[src/rtl/cpu_run_ctrl.sv]
// Run controller for the 8-bit core. It loads the program image into RAM,
// then gates core execution with free-run, single-step and halt.
module cpu_run_ctrl #(
  parameter int                ADDR_W      = 6,
  parameter int                DATA_W      = 8,
  parameter logic [DATA_W-1:0] HALT_OP     = 8'hFF,
  parameter int                STEP_CYCLES = 3,
  parameter int                CNT_W       = 16
) (
  input  logic              clk,
  input  logic              rst,
  input  logic              load_start,
  input  logic              host_valid,
  input  logic [DATA_W-1:0] host_data,
  input  logic              host_last,
  output logic              host_ready,
  input  logic              run_req,
  input  logic              step_req,
  input  logic              halt_req,
  input  logic [ADDR_W-1:0] pc_in,
  input  logic [DATA_W-1:0] opcode_in,
  output logic              ram_we,
  output logic [ADDR_W-1:0] ram_addr,
  output logic [DATA_W-1:0] ram_wdata,
  output logic              cpu_rst,
  output logic              cpu_en,
  output logic [2:0]        state_o,
  output logic [CNT_W-1:0]  cycle_cnt,
  output logic              ovf
);

  localparam int SC_W = (STEP_CYCLES > 1) ? $clog2(STEP_CYCLES) : 1;

  typedef enum logic [2:0] {
    IDLE  = 3'd0,
    LOAD  = 3'd1,
    READY = 3'd2,
    RUN   = 3'd3,
    STEP  = 3'd4,
    HALT  = 3'd5
  } state_t;

  state_t            state_q;
  logic [ADDR_W-1:0] load_ptr_q;
  logic [CNT_W-1:0]  cycle_cnt_q;
  logic              ovf_q;
  logic [SC_W-1:0]   step_cnt_q;

  logic xfer;
  logic halt_fetch;
  logic ptr_max;

  function automatic logic [CNT_W-1:0] sat_inc(input logic [CNT_W-1:0] v);
    return (v == {CNT_W{1'b1}}) ? v : v + CNT_W'(1);
  endfunction

  assign xfer       = (state_q == LOAD) && host_valid;
  assign halt_fetch = (opcode_in == HALT_OP);
  assign ptr_max    = (load_ptr_q == {ADDR_W{1'b1}});

  always_ff @(posedge clk or posedge rst) begin
    if (rst) begin
      state_q     <= IDLE;
      load_ptr_q  <= '0;
      cycle_cnt_q <= '0;
      ovf_q       <= 1'b0;
      step_cnt_q  <= '0;
    end else begin
      if (state_q == RUN || state_q == STEP)
        cycle_cnt_q <= sat_inc(cycle_cnt_q);
      case (state_q)
        IDLE: begin
          if (load_start) begin
            state_q     <= LOAD;
            load_ptr_q  <= '0;
            ovf_q       <= 1'b0;
            cycle_cnt_q <= '0;
          end
        end
        LOAD: begin
          // The pointer parks on the last address instead of wrapping.
          if (host_valid) begin
            if (!ptr_max)
              load_ptr_q <= load_ptr_q + ADDR_W'(1);
            if (host_last) begin
              state_q <= READY;
            end else if (ptr_max) begin
              ovf_q   <= 1'b1;
              state_q <= READY;
            end
          end
        end
        READY, HALT: begin
          if (halt_req) begin
            state_q <= HALT;
          end else if (load_start) begin
            state_q     <= LOAD;
            load_ptr_q  <= '0;
            ovf_q       <= 1'b0;
            cycle_cnt_q <= '0;
          end else if (run_req) begin
            state_q <= RUN;
          end else if (step_req) begin
            state_q    <= STEP;
            step_cnt_q <= SC_W'(STEP_CYCLES - 1);
          end
        end
        RUN: begin
          // A load request while running only stops the core.
          if (halt_req || halt_fetch || load_start)
            state_q <= HALT;
        end
        STEP: begin
          if (halt_req || halt_fetch)
            state_q <= HALT;
          else if (step_cnt_q == '0)
            state_q <= READY;
          else
            step_cnt_q <= step_cnt_q - SC_W'(1);
        end
        default: state_q <= IDLE;
      endcase
    end
  end

  assign host_ready = (state_q == LOAD);
  assign ram_we     = xfer;
  assign ram_wdata  = xfer ? host_data : '0;
  assign ram_addr   = (state_q == LOAD) ? load_ptr_q :
                      (state_q == IDLE) ? '0 : pc_in;
  assign cpu_rst    = (state_q == IDLE) || (state_q == LOAD);
  assign cpu_en     = (state_q == RUN) || (state_q == STEP);
  assign state_o    = state_q;
  assign cycle_cnt  = cycle_cnt_q;
  assign ovf        = ovf_q;

endmodule

[config.mk]
export PLATFORM = sky130hd
export DESIGN_NAME = cpu_run_ctrl
export DESIGN_NICKNAME = d
export VERILOG_FILES = /design/src/rtl/cpu_run_ctrl.sv
export SDC_FILE = /design/constraint.sdc
export NUM_CORES = 1
export LEC_CHECK = 0
export ABC_AREA = 1
export CORE_MARGIN = 1.5
export CORE_UTILIZATION = 49
export CTS_CLUSTER_DIAMETER = 30
export DETAILED_ROUTE_END_ITERATION = 12
export HOLD_SLACK_MARGIN = 0.02
export PLACE_DENSITY = 0.87
export REMOVE_ABC_BUFFERS = 1
export SYNTH_ARGS = -nofsm -noshare
export SYNTH_HDL_FRONTEND = slang
export SYNTH_SLANG_ARGS = --single-unit
[constraint.sdc]
create_clock -name clk -period 2.29 [get_ports clk]
set_input_delay 0.458 -clock clk [delete_from_list [all_inputs] [get_ports clk]]
set_output_delay 0.458 -clock clk [all_outputs]
set_load 0.005 [all_outputs]
==> Yosys cells after proc, flatten, opt, wreduce, memory -nomap -nowiden <==
Index checks and enable logic that the tools add are counted.
{ "word_totals": {"in_bits": 30, "wordCells": 83, "out_inout_bits": 38, "register_bits": 28} }
{ "op_classes": {"addsub": 3, "n_eq_ne": 23, "muxes": 38, "n_reduce_logical": 14} }
{ "ops": {"columns": ["cell", "count"], "rows": [
  ["$mux 16", 4],
  ["$mux 6", 6],
  ["$mux 3", 11],
  ["$pmux 16 s2", 1],
  ["$ne 2x2->1 const B", 11],
  ["$pmux 6 s3", 1],
  ["$add 16x1->16 const B", 1],
  ["$eq 16x16->1 const B", 1],
  ["$pmux 3 s5", 1],
  ["$mux 2", 6],
  ["$eq 8x8->1 const B", 1],
  ["$mux 8", 1],
  ["$reduce_and 7->1", 1],
  ["$add 6x1->6 const B", 1],
  ["$eq 3x2->1 const B", 2],
  ["$eq 3x3->1 const B", 2],
  ["$eq 6x6->1 const B", 1],
  ["$reduce_and 6->1", 1],
  ["$mux 1", 5],
  ["$ne 5x5->1 const B", 1],
  ["$reduce_and 5->1", 1],
  ["$logic_or 1x1->1", 4],
  ["$pmux 2 s2", 1],
  ["$reduce_and 4->1", 1],
  ["12 further kinds", 12]
]} }

==> Longest topological paths before layout <==
Gate-level depths: netlist (run 1).
{ "depth": {"depth_word": 6, "depth_mapped": 11, "mapped_depth_nobuf": 10} }

==> Worst setup path before layout (run 1) <==
Ideal clock, no wire load.
{ "synth_timing": {"path_type": "register to output", "start": "reg state_q[2], in the netlist state_o[2]", "end": "out ram_addr[0]", "t_arrival_ns": 1.090, "required_ns": 1.832, "path_stages_with_launch": 6, "path_buffers": 0, "setup_slack_ns": 0.742, "cell_sequence": "dfrtp_1 nor2_4 inv_4 nor2_8 inv_1 o21ai_0"} }
{ "synth_between": {"elab_chain_cells": 3, "elab_cells_between_ends": 4, "classes_between": "eq/ne: 1; mux: 2; reduce/logical: 1"} }
{ "synth_rtl": {"columns": ["element", "line", "source"], "rows": [
  ["from (decl)", "43", "state_t state_q;"],
  ["from (signal assigned)", "63", "state_q <= IDLE;"],
  ["from (signal assigned)", "74", "state_q <= LOAD;"],
  ["from (signal assigned)", "86", "state_q <= READY;"],
  ["$logic_not 3->1", "130", "(state_q == IDLE) ? '0 : pc_in;"],
  ["$mux 6", "130", null],
  ["$mux 6 *", "129", "assign ram_addr = (state_q == LOAD) ? load_ptr_q :"],
  ["to (decl)", "23", "output logic [ADDR_W-1:0] ram_addr,"]
]} }
Mark *: on every way between the ends. The rest lies on a longest branch, timed or not.

==> Worst setup path in the final report (run 1) <==
{ "layout_timing": {"start": "reg state_q[1], in the netlist state_o[1]", "end": "out ram_wdata[0]"} }
{ "layout_between": {"elab_chain_cells": 3} }
{ "layout_rtl": {"columns": ["element", "line", "source"], "rows": [
  ["$eq 3x1->1", "57", "assign xfer = (state_q == LOAD) && host_valid;"],
  ["$logic_and 1x1->1", "57", null],
  ["$mux 8", "128", "assign ram_wdata = xfer ? host_data : '0;"],
  ["to (decl)", "24", "output logic [DATA_W-1:0] ram_wdata,"]
]} }
No other way between the ends.

==> Flow_metrics.wiki, run 1 <==
{| class="wikitable"
! Metric !! Value
|-
| Run status || finished, final reports clean
|-
| Initial antenna violation count || 0
|-
| Count leader, synth || sky130_fd_sc_hd__nand2_1
|-
| Fraction of registers with async set/reset || 1.000
|-
| Initial DRT Pass Iterations || 4
|-
| Vias in the first global route || 2304
|-
| Vert. Die Dim || a little under 70 microns
|-
| Setup violators final || 0
|-
| DR DRC count || 0
|-
| Destination of the critical timing path || ram_wdata[0]
|-
| Most instantiated cells after synthesis || sky130_fd_sc_hd__nand2_1, sky130_fd_sc_hd__inv_1, sky130_fd_sc_hd__nor2_1
|-
| Bufs and invs on worst path || 2
|-
| Total I/O pin count || 68
|-
| Top post-synthesis cells by area || sky130_fd_sc_hd__dfrtp_1, sky130_fd_sc_hd__nand2_1, sky130_fd_sc_hd__inv_1
|-
| Final setup margin || 0.05666 ns
|-
| Final clock period utilization by the worst path || 0.9753
|-
| Initial Utilization || 0.5254
|-
| Post-route antenna net violation count || 0
|-
| Clock buffers created by TritonCTS || 3
|-
| Biggest area consumer among synthesized cells || sky130_fd_sc_hd__dfrtp_1
|-
| Placed wire-length estimate || 4324 microns
|-
| Worst Setup SP || state_o[1]
|-
| Slew margin rel. || 0.7565
|-
| Total vias in the final route || 2373
|-
| Clock input transition at the sequential cells of the worst setup and hold paths || ~0.090 ns
|-
| CTS tree || yes
|-
| Type of the worst min-delay path || register to register
|-
| Critical path class || register to output port
|-
| Clock Path Buffers || 2
|-
| Count of antenna diodes in the layout || 0
|-
| Cell row count || 23
|-
| Delay of the slowest critical-path stage || 0.50 ns
|-
| LEAKAGE || 1.523 nW
|-
| Worst-case vdd ir drop || 0.0006637 V
|-
| Gpl congestion || 0.8356
|-
| Post-route total power || 2.470 mW
|-
| Core area || 4115 sq um
|-
| Type of element capturing the critical path || output port
|-
| Average instance area after synthesis || 6.435 sq um
|-
| Initial drt markers || 171
|-
| Actual transition at the worst max-transition pin || 0.3652 ns
|-
| Global Route Usage Sum || 0.2456
|-
| First-pass GRT wire length || between 9000 and 10000 microns
|-
| Unrepaired setup endpoints after global routing || yes
|-
| Cell type of the slowest stage on the worst timing path || sky130_fd_sc_hd__clkdlybuf4s50_1
|-
| Total gr overflow || 0
|-
| Die extent in x || between 60 and 70 microns
|-
| H-tree depth || 1
|-
| Top FF cell, synth || sky130_fd_sc_hd__dfrtp_1
|-
| Data arrival at the endpoint of the critical path || 1.78 ns
|-
| Worst-skew pair later-pin latency || 0.28 ns
|-
| Port bufs || 67
|-
| Synthesis Warnings || 0
|-
| Share of the yosys chip area belonging to registers || 0.3241
|-
| Layout cell share with drive strength beyond 1 || 0.1159
|-
| Source of the worst register-to-register timing path || cycle_cnt[1]
|-
| Max-capacitance violation count || 0
|-
| Cell depth of the worst flop-to-flop path || 9
|-
| Final hold vios || 0
|-
| Net count reported at finish || roughly 450
|-
| Number of standard cells after synthesis || 336
|-
| Register-to-register setup slack || approximately 0.55 ns
|-
| Startpoint of the most critical hold path || step_cnt_q[1]
|-
| Die footprint || 4820 sq um
|-
| Required arrival time at the worst endpoint || 1.83 ns
|-
| Sum of routed wire length over all layers || around 5700 microns
|-
| Area delta synth->final || 39.58%
|-
| Number of enable flip-flop cells after synthesis || 0
|-
| Cell-by-cell trace of the critical path || nor2_4 > inv_4 > nor2_8 > nand2_8 > nor2_1 > clkdlybuf4s50_1
|-
| Critical-path maximum fanout || 10
|-
| Final count of pins violating max slew || 0
|-
| Final critical path time including I/O delays and setup || approximately 2.2 ns
|-
| Number of gates on the worst path with buffers counted || 6
|-
| Number of flip-flops and latches in the synthesized netlist || 28
|-
| Top cell type's share of synthesized area || 0.3241
|-
| Maximum frequency from static timing analysis || 447.8 MHz
|-
| Vias per inst || 5.114
|-
| Root buffer cell || sky130_fd_sc_hd__clkbuf_8
|-
| Drt wl/cell || 12.34 microns
|-
| Count of unique library cells instantiated by Yosys || 30
|-
| Dominant delay contributor by cell family on the critical path || buffers and inverters
|-
| Maximum number of pins on one net before global-route repair || 29
|-
| Max Clock Skew || 0.004579 ns
|-
| Ratio of total power to cell area || 818.4 nW/um^2
|-
| Synthesized area || 2162 sq um
|-
| Sort of element at the start of the critical path || register
|-
| Reg-to-reg critical path endpoint || cycle_cnt[8]
|-
| Pre-CTS WS || around 0.12 ns
|-
| Total number of clock tree sinks || 28
|}
-- worst register-to-register path: cells and delay by family (launching register included) --
kind	cells	cell delay (ns)
AOI/OAI and AO/OA	1	0.11
adders and majority gates	1	0.20
buffers and inverters	1	0.11
DFF	1	0.40
and+or+nand+nor	6	0.87
-- flip-flops by register name, summed over array words and instances, names as in the netlist --
register,flops
load_ptr_q,6
ovf,1
cycle_cnt,16
step_cnt_q,2
state_o,3
-- logic make-up after synthesis --
family | after synthesis | synth area share
AND/OR/NAND/NOR | 205 | 0.4259
buffers and inverters | 61 | 0.1152
AO/OA/AOI/OAI | 36 | 0.1053
flip-flops | 28 | 0.3241
XOR/XNOR | 3 | 0.01215
adder cells (fa/ha/maj) | 3 | 0.01736
-- report_power, final --
group,internal (mW),leakage [nW],switching (mW)
clock,0.118,0.0216,0.150
sequential,0.587,0.379,0.0978
combinational,0.679,1.12,0.838
-- timing repair --
action / in CTS / in global routing
resized for setup: 9 / 7
hold buffers: 0 / 0
gates cloned: 0 / 0
buffers inserted: 4 / 3
pin swaps: 2 / 4
endpoints found under the setup margin: 15 / 9
-- metrics by stage --
stage | instance area, sq um | TNS [ns] | util | std cells | hold WS [ns]
5_1_grt | 3018 | -0.03205 | 0.7334 | 464 | 0.5303
3_3_place_gp | 2900 | 0 | 0.7048 | 454 | 0.4660
3_5_place_dp | 2900 | 0 | 0.7048 | 454 | 0.4783
6_report | 3018 | 0 | 0.7334 | 464 | 0.4945
2_1_floorplan | 2130 | 0 | - | 332 | 0.4419
4_1_cts | 2972 | 0 | 0.7221 | 461 | 0.5012
-- cells in the final DEF (no fill, tap or decap), drive strengths merged --
| cell type | instances |
|---|---|
| ha | 3 |
| clkdlybuf4s50 | 56 |
| nand2 | 97 |
| xnor2 | 2 |
| inv | 57 |
| dlygate4sd2 | 6 |
| a21oi | 12 |
| xor2 | 1 |
| nor2 | 56 |
| dlymetal6s2s | 5 |
| clkbuf | 3 |
| nand4 | 10 |
| dfrtp | 28 |
| buf | 12 |
| a22o | 1 |
| nor3 | 6 |
| nand3b | 1 |
| nand3 | 35 |
| o31ai | 1 |
| o21bai | 1 |
| o21ai | 21 |
-- final cells by class --
cell class	count	area [sq um]
clock buffer	3	41.29
timing repair buffer	79	765.7
fill	335	1097
tap	50	62.56
sequential	28	700.7
multi-input combinational	247	1231
inverter	57	216.5
-- metal layers --
layer	vias to the layer above	track usage	routed length [microns]	share of wire
met5	-	0	0	0
met4	0	0.09368	87	0.015
met3	11	0.04360	253	0.044
met2	66	0.4252	2917	0.51
met1	1080	0.3028	2467	0.43
li1	1216	-	-	-
-- how the worst min path moves through the flow --
stage	endpoint	slack, ns	cells after the start
2_1_floorplan	step_cnt_q[1]	0.44	2
3_3_place_gp	step_cnt_q[1]	0.47	2
3_5_place_dp	step_cnt_q[1]	0.48	2
4_1_cts	step_cnt_q[1]	0.50	2
5_1_grt	step_cnt_q[1]	0.53	2
6_report	step_cnt_q[1]	0.49	2
Power figures use the tool's default switching activity.
==> run 2, diff against run 1 <==
Settings changed: HOLD_SLACK_MARGIN 0.02 to 0.08.
==> results of run 2 <==
The final DEF is identical to that of run 1; final timing and power are the same.
==> run 3, diff against run 2 <==
Settings changed: CORE_UTILIZATION 49 to 35, PLACE_DENSITY 0.87 to 0.66.
==> run 3 against run 2 <==
Compared with the run above: register-to-register slack hardly changed; fmax is 1.8% lower; worst setup slack worse by 0.042 ns; clock power is 49% higher; flip-flop and latch count stayed put; clock skew is 0.0031 ns higher; via count is 1.2% higher; clock-buffer cell count stayed put; wire length is 1.6% higher; first-iteration DRC count is 36% lower; hold slack better by 0.013 ns; critical path type unchanged; critical endpoint is now ram_addr[2]; largest power group unchanged.
==> Flow_metrics.wiki, run 3 (synthesized netlist as in run 1, its figures left out) <==
{| class="wikitable"
! Metric !! Value
|-
| Port bufs || 67
|-
| Max-capacitance violation count || 0
|-
| Placed wire-length estimate || 4423 microns
|-
| Maximum frequency from static timing analysis || 439.5 MHz
|-
| Area delta synth->final || 44.68%
|-
| Total gr overflow || 0
|-
| Setup violators final || 0
|-
| Commonest cells after routing, fill and taps aside || sky130_fd_sc_hd__nand2_1, sky130_fd_sc_hd__clkdlybuf4s50_1, sky130_fd_sc_hd__inv_1, sky130_fd_sc_hd__nor2_1, sky130_fd_sc_hd__nand3_1
|-
| Worst-skew pair later-pin latency || 0.28 ns
|-
| Worst slack on hold paths || around 0.51 ns
|-
| Initial Utilization || 0.3630
|-
| H-tree depth || 1
|-
| Area of all placed cells without fillers || 3128 sq um
|-
| Count of filler cells inserted in the layout || 593
|-
| Clock input transition at the sequential cells of the worst setup and hold paths || 0.10 ns
|-
| Layout cell share with drive strength beyond 1 || 0.1289
|-
| DR DRC count || 0
|-
| Final clock period utilization by the worst path || 0.9935
|-
| Post-route non-filler standard cell count || 494
|-
| Slew margin rel. || 0.7052
|-
| Dpl cell area || 2932 sq um
|-
| Most frequent standard cell in the layout excluding fill and tap cells || sky130_fd_sc_hd__nand2_1
|-
| First-pass GRT wire length || 9956 microns
|-
| CTS tree || yes
|-
| Hold buffer count at cts || 0
|-
| Required arrival time at the worst endpoint || roughly 1.8 ns
|-
| Final setup margin || 0.01493 ns
|-
| Run status || finished, final reports clean
|-
| Initial DRT Pass Iterations || 4
|-
| Vias per inst || 4.860
|-
| Final hold vios || 0
|-
| Unrepaired setup endpoints after global routing || yes
|-
| Final standard cell utilization of the core || 0.5252
|-
| Pre-CTS WS || 0.09419 ns
|-
| Critical-path maximum fanout || 8
|-
| Worst-case vdd ir drop || 0.0003296 V
|-
| Gpl congestion || 0.8660
|-
| Core area || 5956 sq um
|-
| Sum of routed wire length over all layers || 5818 microns
|-
| Initial drt markers || 109
|-
| Vias in the first global route || between 2000 and 2500
|-
| Flip-flop count of the largest register after layout || 16
|-
| Total I/O pin count || 68
|-
| Maximum number of pins on one net before global-route repair || 29
|-
| Count of antenna diodes in the layout || 0
|-
| Die extent in x || 81.60 microns
|-
| Actual transition at the worst max-transition pin || around 0.44 ns
|-
| LEAKAGE || 1.610 nW
|-
| Critical path class || register to output port
|-
| Root buffer cell || sky130_fd_sc_hd__clkbuf_8
|-
| Post-route antenna net violation count || 0
|-
| Drt wl/cell || 11.78 microns
|-
| Max Clock Skew || 0.007674 ns
|-
| Final count of pins violating max slew || 0
|-
| Cell row count || 28
|-
| Type of the worst min-delay path || register to register
|-
| Data arrival at the endpoint of the critical path || 1.82 ns
|-
| Die footprint || 6658 sq um
|-
| Ratio of total power to cell area || around 850 nW/um^2
|-
| Total number of clock tree sinks || 28
|-
| Sort of element at the start of the critical path || register
|-
| Vert. Die Dim || 81.60 microns
|-
| Placed cell count || 479
|-
| Final critical path time including I/O delays and setup || 2.275 ns
|-
| Type of element capturing the critical path || output port
|-
| Clock Path Buffers || 2
|-
| Net count reported at finish || 453
|-
| Clock buffers created by TritonCTS || 3
|-
| Total vias in the final route || 2401
|-
| Global Route Usage Sum || 0.1888
|-
| Initial antenna violation count || 0
|}
run 3: power by group:
part	internal [mW]	total (mW)	switching, mW
logic	0.725	1.56	0.840
clock network	0.234	0.401	0.167
registers	0.589	0.687	0.0986
total	1.55	2.65	1.11
run 3: cell type report:
| class | count | area [sq um] | area share |
|---|---|---|---|
| Clock buffer | 3 | 41.29 | 0.01320 |
| Sequential cell | 28 | 701.9 | 0.2244 |
| Inverter | 57 | 216.5 | 0.06920 |
| Timing Repair Buffer | 83 | 813.3 | 0.2600 |
| Multi-Input combinational cell | 247 | 1231 | 0.3936 |
| Clock inverter | 1 | 30.03 | 0.009600 |
| Tap cell | 75 | 93.84 | 0.03000 |
run 3: path summary, 6_finish.rpt:
check,slack [ns],depth (start not counted),start,to
min in group asynchronous,0.54,3,rst,cycle_cnt[14]
hold / removal,0.51,2,step_cnt_q[1],step_cnt_q[1]
hold reg to reg,0.51,2,step_cnt_q[1],step_cnt_q[1]
max in group asynchronous,1.46,3,rst,state_o[0]
setup reg to reg,0.54,10,cycle_cnt[0],cycle_cnt[11]
setup / recovery,0.01,6,state_o[2],ram_addr[2]
run 3: repair_timing:
action | 4_1_cts | 5_1_grt
gates resized for setup | 8 | 12
endpoints found under the hold margin | 0 | 0
buffers inserted | 2 | 9
pin swaps | 1 | 1
setup endpoints to repair | 15 | 13
run 3: metrics by stage:
step | power (mW) | TNS [ns]
2_1_floorplan | 1.513 | 0
3_3_place_gp | 2.096 | 0
3_5_place_dp | 2.113 | 0
4_1_cts | 2.552 | -0.01420
5_1_grt | 2.876 | -0.1232
6_report | 2.653 | 0
run 3: per-layer routing:
metal  vias up  global-route usage  wire length (microns)
met1      1093              0.2333                   2577
met4         0             0.05085                     45
li1       1227                   -                      -
met2        77              0.3388                   2890
met3         4             0.03000                    304
met5         -                   0                      0
run 3: critical path: stages (launching register included):
cell                              delay (ns)
sky130_fd_sc_hd__dfrtp_1                0.42
sky130_fd_sc_hd__nor2_4                 0.15
sky130_fd_sc_hd__inv_4                  0.08
sky130_fd_sc_hd__nor2_8                 0.16
sky130_fd_sc_hd__inv_2                  0.10
sky130_fd_sc_hd__o21ai_1                0.12
sky130_fd_sc_hd__clkdlybuf4s50_1        0.50
